[src/rtl/buffet_linebuf_ctrl.sv]
// Line-buffer controller that streams image rows into a buffet and issues
// column-major window reads followed by one row-sized shrink per output row.
module buffet_linebuf_ctrl #(
  parameter int IDX_W = 16,
  parameter int IMG_W = 64,
  parameter int IMG_H = 64,
  parameter int WIN_H = 3,
  parameter int CAP   = 256
) (
  input  logic             clk,
  input  logic             rst,
  input  logic             start,
  output logic             busy,
  output logic             done,
  input  logic             in_valid,
  output logic             in_ready,
  output logic             buf_push_valid,
  input  logic             buf_push_ready,
  output logic [IDX_W-1:0] rd_idx,
  output logic             rd_idx_valid,
  input  logic             rd_idx_ready,
  output logic             shrink_valid,
  output logic [IDX_W-1:0] shrink_size,
  input  logic             shrink_ready,
  output logic [IDX_W-1:0] occ
);

  typedef enum logic [2:0] {
    ST_IDLE   = 3'd0,
    ST_FILL   = 3'd1,
    ST_READ   = 3'd2,
    ST_SHRINK = 3'd3,
    ST_FLUSH  = 3'd4
  } state_e;

  localparam logic [IDX_W-1:0] ONE_L      = IDX_W'(1);
  localparam logic [IDX_W-1:0] IMG_W_L    = IDX_W'(IMG_W);
  localparam logic [IDX_W-1:0] CAP_L      = IDX_W'(CAP);
  localparam logic [IDX_W-1:0] TOTAL_L    = IDX_W'(IMG_W * IMG_H);
  localparam logic [IDX_W-1:0] FILL_THR_L = IDX_W'((WIN_H - 1) * IMG_W + 1);
  localparam logic [IDX_W-1:0] R_LAST_L   = IDX_W'(WIN_H - 1);
  localparam logic [IDX_W-1:0] X_LAST_L   = IDX_W'(IMG_W - 1);
  localparam logic [IDX_W-1:0] ROW_END_L  = IDX_W'(IMG_H - WIN_H + 1);

  state_e           state_q, state_d;
  logic [IDX_W-1:0] occ_q, occ_d;
  logic [IDX_W-1:0] pushed_q, pushed_d;
  logic [IDX_W-1:0] x_q, x_d;
  logic [IDX_W-1:0] r_q, r_d;
  logic [IDX_W-1:0] row_q, row_d;
  logic             done_q, done_d;

  logic             busy_s;
  logic             in_ready_s;
  logic             push_s;
  logic [IDX_W-1:0] rd_idx_s;
  logic             rd_valid_s;
  logic             rd_hs_s;
  logic             shrink_valid_s;
  logic             shrink_hs_s;

  // State and counter registers.
  always_ff @(posedge clk) begin
    if (rst) begin
      state_q  <= ST_IDLE;
      occ_q    <= '0;
      pushed_q <= '0;
      x_q      <= '0;
      r_q      <= '0;
      row_q    <= '0;
      done_q   <= 1'b0;
    end else begin
      state_q  <= state_d;
      occ_q    <= occ_d;
      pushed_q <= pushed_d;
      x_q      <= x_d;
      r_q      <= r_d;
      row_q    <= row_d;
      done_q   <= done_d;
    end
  end

  // Next-state and counter updates.
  always_comb begin
    state_d  = state_q;
    occ_d    = occ_q + (push_s ? ONE_L : '0) - (shrink_hs_s ? IMG_W_L : '0);
    pushed_d = pushed_q + (push_s ? ONE_L : '0);
    x_d      = x_q;
    r_d      = r_q;
    row_d    = row_q;
    done_d   = 1'b0;
    case (state_q)
      ST_IDLE: begin
        if (start) begin
          state_d  = ST_FILL;
          occ_d    = '0;
          pushed_d = '0;
          x_d      = '0;
          r_d      = '0;
          row_d    = '0;
        end else begin
          state_d = ST_IDLE;
        end
      end
      // occ_d lets the first window read appear the cycle after the enabling push.
      ST_FILL: state_d = (occ_d >= FILL_THR_L) ? ST_READ : ST_FILL;
      ST_READ: begin
        if (rd_hs_s) begin
          if (r_q != R_LAST_L) begin
            r_d = r_q + ONE_L;
          end else if (x_q != X_LAST_L) begin
            r_d = '0;
            x_d = x_q + ONE_L;
          end else begin
            state_d = ST_SHRINK;
            row_d   = row_q + ONE_L;
          end
        end else begin
          state_d = ST_READ;
        end
      end
      ST_SHRINK: begin
        if (shrink_hs_s) begin
          x_d     = '0;
          r_d     = '0;
          state_d = (row_q < ROW_END_L) ? ST_READ : ST_FLUSH;
        end else begin
          state_d = ST_SHRINK;
        end
      end
      ST_FLUSH: begin
        if (occ_q == '0) begin
          state_d = ST_IDLE;
          done_d  = 1'b1;
        end else begin
          state_d = ST_FLUSH;
        end
      end
      default: state_d = ST_IDLE;
    endcase
  end

  // Handshake qualifiers and buffet-facing outputs.
  always_comb begin
    busy_s         = (state_q != ST_IDLE);
    in_ready_s     = busy_s && buf_push_ready && (occ_q < CAP_L) && (pushed_q < TOTAL_L);
    push_s         = in_valid && in_ready_s;
    rd_idx_s       = r_q * IMG_W_L + x_q;
    rd_valid_s     = 1'b0;
    shrink_valid_s = 1'b0;
    case (state_q)
      // occ > idx is occ >= idx+1 without the extra adder overflow.
      ST_READ:   rd_valid_s     = (occ_q > rd_idx_s);
      ST_SHRINK: shrink_valid_s = 1'b1;
      ST_FLUSH:  shrink_valid_s = (occ_q != '0);
      default: begin
        rd_valid_s     = 1'b0;
        shrink_valid_s = 1'b0;
      end
    endcase
    rd_hs_s     = rd_valid_s && rd_idx_ready;
    shrink_hs_s = shrink_valid_s && shrink_ready;
  end

  assign busy           = busy_s;
  assign done           = done_q;
  assign in_ready       = in_ready_s;
  assign buf_push_valid = push_s;
  assign rd_idx         = rd_idx_s;
  assign rd_idx_valid   = rd_valid_s;
  assign shrink_valid   = shrink_valid_s;
  assign shrink_size    = IMG_W_L;
  assign occ            = occ_q;

endmodule

[config.mk]
export PLATFORM = sky130hd
export DESIGN_NAME = buffet_linebuf_ctrl
export DESIGN_NICKNAME = d
export VERILOG_FILES = /design/src/rtl/buffet_linebuf_ctrl.sv
export SDC_FILE = /design/constraint.sdc
export NUM_CORES = 1
export LEC_CHECK = 0
export BUFFER_PORTS_ARGS = -buffer_cell sky130_fd_sc_hd__buf_2
export CAP_MARGIN = 15
export CORE_ASPECT_RATIO = 1.2
export CORE_MARGIN = 5
export CORE_UTILIZATION = 54
export CTS_CLUSTER_SIZE = 24
export DETAILED_ROUTE_END_ITERATION = 10
export GPL_TIMING_DRIVEN = 0
export MAX_ROUTING_LAYER = met4
export PLACE_DENSITY_LB_ADDON = 0.2
export RECOVER_POWER = 25
export SYNTH_ARGS = -nofsm -noshare
export SYNTH_HDL_FRONTEND = slang
export SYNTH_SLANG_ARGS = --single-unit
[constraint.sdc]
create_clock -name clk -period 4.1 [get_ports clk]
set_input_delay 0.82 -clock clk [delete_from_list [all_inputs] [get_ports clk]]
set_output_delay 0.82 -clock clk [all_outputs]
set_load 0.01 [all_outputs]
==> impl_results.rst <==
.. list-table::
   :header-rows: 1

   * - Metric
     - Value
   * - Run status
     - finished, violations left
   * - Failing checks
     - negative setup slack
   * - Number of antenna violations at the first check in global routing
     - 0
   * - Max Freq
     - 220 MHz
   * - Sequential element share of the synthesized area
     - 29.1%
   * - CTS tree
     - yes
   * - Post-synthesis instance area
     - 5780 um2
   * - Clock transition at the registers of the reported paths
     - 0.06 ns
   * - TritonCTS buffer count
     - 9
   * - Filler cell count in the final layout
     - 830
   * - First-pass GRT wire length
     - 24,300 um
   * - Number of max-slew violations in the final report
     - 0
   * - Synthesized netlist cell count
     - 703
   * - Worst setup SP type
     - flip-flop
   * - Global router's overall resource usage
     - 23.6%
   * - Area delta synth->final
     - 26.3%
   * - Sum of net half-perimeters after detailed placement
     - 10,900 um
   * - Kind of critical path
     - reg2out
   * - Clock latency reported for the late side of the worst-skew pair
     - 0.34 ns
   * - Unique masters post-synth
     - 75
   * - Antenna-violating nets left
     - 0
   * - H-tree levels
     - 3
   * - RSZ-0062 raised after global routing
     - true
   * - Setup WS post-layout
     - -0.454 ns
   * - Worst min-delay path category
     - reg2reg
   * - Routability-driven placement congestion ratio
     - 0.934
   * - Number of clock sinks
     - 84
   * - Final-stage net count
     - 869
   * - Setup violators final
     - 47
   * - # rows
     - 41
   * - Worst-margin pin slew
     - 0.657 ns
   * - Total global routing overflow
     - 0
   * - Fraction of layout instances using a drive strength above 1
     - 25.2%
   * - Antenna diodes
     - 0
   * - Type of destination of the critical path
     - output pin
   * - Die area
     - 12,900 um2
   * - Total number of yosys warnings
     - 0
   * - Required time at the worst-slack endpoint
     - 3.28 ns
   * - Power per unit of standard cell area
     - 560 nW/um2
   * - Commonest non-fill, non-tap cells in the layout
     - sky130_fd_sc_hd__nor2_1 (82), sky130_fd_sc_hd__dfxtp_1 (78), sky130_fd_sc_hd__ha_1 (53), sky130_fd_sc_hd__inv_1 (44), sky130_fd_sc_hd__buf_4 (44)
   * - Starting density of the core
     - 54.9%
   * - DR DRC count
     - 0
   * - Hold Vio Cnt, Final
     - 0
   * - Most common cell after layout, fill and taps aside
     - sky130_fd_sc_hd__nor2_1
   * - Synthesized area divided by synthesized cell count
     - 8.22 um2
   * - Detailed-route vias per instance
     - 5.71
   * - Iteration-0 DRC Markers
     - 254
   * - Worst IR Drop VDD
     - 0.535 mV
   * - Slew headroom
     - 55.8%
   * - Pin count of the biggest net entering global routing
     - 15
   * - Fin util
     - 69.4%
   * - Final critical-path required period
     - 4.55 ns
   * - Static leakage
     - 0.00302 uW
   * - Placeable core area
     - 10,500 um2
   * - Final worst path period share
     - 111%
   * - Buffers added on ports
     - 43
   * - Routed length per placed instance
     - 16.2 um
   * - Drt first pass iters
     - 5
   * - Height of the die
     - 123 um
   * - Maximum fanout along the worst path
     - 6
   * - Critical Path AT
     - 3.73 ns
   * - Async S/R FF share, synth
     - 0%
   * - Number of enable flip-flop cells after synthesis
     - 0
   * - Clock tree skew after final layout
     - 0.00459 ns
   * - Top FF cell, synth
     - sky130_fd_sc_hd__dfxtp_1
   * - CTS max path bufs
     - 2
   * - Vias in the first global route
     - 5,231
   * - Total via count after detailed routing
     - 5,349
   * - DRT Wirelength
     - 15,200 um
   * - Number of max-capacitance violations reported
     - 0
   * - Overall die width
     - 104 um
   * - Root Driver
     - sky130_fd_sc_hd__clkbuf_16
   * - Post-synthesis register bit count
     - 84
   * - Worst Hold Margin
     - 0.497 ns
   * - I/O pin count
     - 61
per-stage QoR:
| stage | total power (uW) | setup TNS, ns | setup WS [ns] | instances | cell area [um2] |
|---|---|---|---|---|---|
| 3_3_place_gp | 2630 | -20.09 | -0.547 | 889 | 6210 |
| 4_1_cts | 3830 | -4.94 | -0.476 | 924 | 6910 |
| 3_5_place_dp | 2670 | -27.11 | -0.706 | 889 | 6210 |
| 5_1_grt | 4320 | -16.10 | -0.615 | 937 | 7290 |
| 6_report | 4080 | -6.11 | -0.454 | 937 | 7290 |
| 2_1_floorplan | 2260 | 0 | 0.0123 | 717 | 5840 |
flip-flops by register name (all words and copies together), names as in the netlist:
signal    cells
state_q       3
r_q          16
occ          16
row_q        16
done          1
pushed_q     16
x_q          16
layer usage:
| metal | global-route usage (%) | share of wire [%] |
|---|---|---|
| met5 | - | 0 |
| met4 | 8.99 | 3.0 |
| met1 | 26.8 | 40 |
| met3 | 3.55 | 5.5 |
| met2 | 42.1 | 51 |
power by group:
part / switching (uW) / total [uW] / internal (uW)
Clock: 335 / 872 / 537
Combinational: 1210 / 2240 / 1030
Sequential: 90.7 / 969 / 878
layout make-up:
cell class / count / area, um2 / area share (%)
Multi-Input combinational cell: 539 / 4090 / 56.1
Sequential cell: 84 / 1700 / 23.3
Timing Repair Buffer: 78 / 544 / 7.46
Buffer: 42 / 298 / 4.08
Clock buffer: 11 / 233 / 3.19
Inverter: 49 / 184 / 2.52
Tap cell: 129 / 161 / 2.21
Clock inverter: 5 / 85.1 / 1.17
worst max-delay path: stages, from the launching register on:
cell                       delay [ns]
sky130_fd_sc_hd__dfxtp_4         0.34
sky130_fd_sc_hd__buf_6           0.13
sky130_fd_sc_hd__fa_2            0.40
sky130_fd_sc_hd__a21oi_2         0.14
sky130_fd_sc_hd__nor2_1          0.05
sky130_fd_sc_hd__nor2_1          0.12
sky130_fd_sc_hd__o21bai_1        0.09
sky130_fd_sc_hd__a21oi_2         0.14
sky130_fd_sc_hd__o21bai_1        0.09
sky130_fd_sc_hd__a21oi_2         0.19
sky130_fd_sc_hd__xor2_1          0.21
sky130_fd_sc_hd__ha_1            0.31
sky130_fd_sc_hd__nand4_1         0.14
sky130_fd_sc_hd__buf_6           0.14
sky130_fd_sc_hd__a21oi_2         0.04
sky130_fd_sc_hd__or4b_4          0.55
sky130_fd_sc_hd__and3_4          0.20
sky130_fd_sc_hd__buf_6           0.11
cells in the mapped netlist (3+ instances only):
cell	number	area, um2
sky130_fd_sc_hd__a211o_1	3	26.3
sky130_fd_sc_hd__a211oi_1	4	30.0
sky130_fd_sc_hd__a21o_1	7	52.6
sky130_fd_sc_hd__a21oi_1	32	160
sky130_fd_sc_hd__a41o_1	3	30.0
sky130_fd_sc_hd__and2_1	8	50.1
sky130_fd_sc_hd__and3_1	19	119
sky130_fd_sc_hd__and4_1	4	35.0
sky130_fd_sc_hd__buf_2	4	20.0
sky130_fd_sc_hd__buf_4	23	173
sky130_fd_sc_hd__clkbuf_1	15	56.3
sky130_fd_sc_hd__dfxtp_1	84	1680
sky130_fd_sc_hd__ha_1	58	726
sky130_fd_sc_hd__inv_1	49	184
sky130_fd_sc_hd__nand2_1	35	131
sky130_fd_sc_hd__nand2b_1	4	25.0
sky130_fd_sc_hd__nand3_1	22	110
sky130_fd_sc_hd__nand4_1	22	138
sky130_fd_sc_hd__nor2_1	91	342
sky130_fd_sc_hd__nor2b_1	5	31.3
sky130_fd_sc_hd__nor3_1	27	135
sky130_fd_sc_hd__nor3b_1	3	22.5
sky130_fd_sc_hd__nor4_1	10	62.6
sky130_fd_sc_hd__o2111ai_1	5	43.8
sky130_fd_sc_hd__o211ai_1	9	67.6
sky130_fd_sc_hd__o21ai_0	12	60.1
sky130_fd_sc_hd__o21ai_1	4	20.0
sky130_fd_sc_hd__o21bai_1	3	22.5
sky130_fd_sc_hd__or2_2	4	25.0
sky130_fd_sc_hd__or3_1	5	31.3
sky130_fd_sc_hd__or4_1	3	22.5
sky130_fd_sc_hd__xnor2_1	33	289
sky130_fd_sc_hd__xor2_1	38	333
kinds of logic (layout without fill, tap and decap cells):
logic type                 after synthesis  after routing  synth area share [%]
and+or+nand+nor                        284            284                  25.7
AOI/OAI and AO/OA                      109            109                  13.6
buffers and inverters                   94            185                  7.82
DFF                                     84             84                  29.1
xor gates and xnor gates                71             71                  10.8
adders and majority gates               59             59                  12.9
other                                    2             16                 0.130
repair_timing:
action	CTS	global route
pin swaps	34	47
cloned	2	1
endpoints found under the setup margin	51	51
hold buffers	0	0
resized for setup	65	65
buffers inserted	20	12
path summary, 6_finish.rpt:
path	endpoint	cells past startpoint	slack, ns	start
max	rd_idx_valid	17	-0.45	x_q[7]
min reg2reg	pushed_q[13]	2	0.50	pushed_q[13]
max reg2reg	r_q[11]	22	-0.22	x_q[7]
min	pushed_q[13]	2	0.50	pushed_q[13]
No activity file was read; power rests on OpenSTA's default activity.
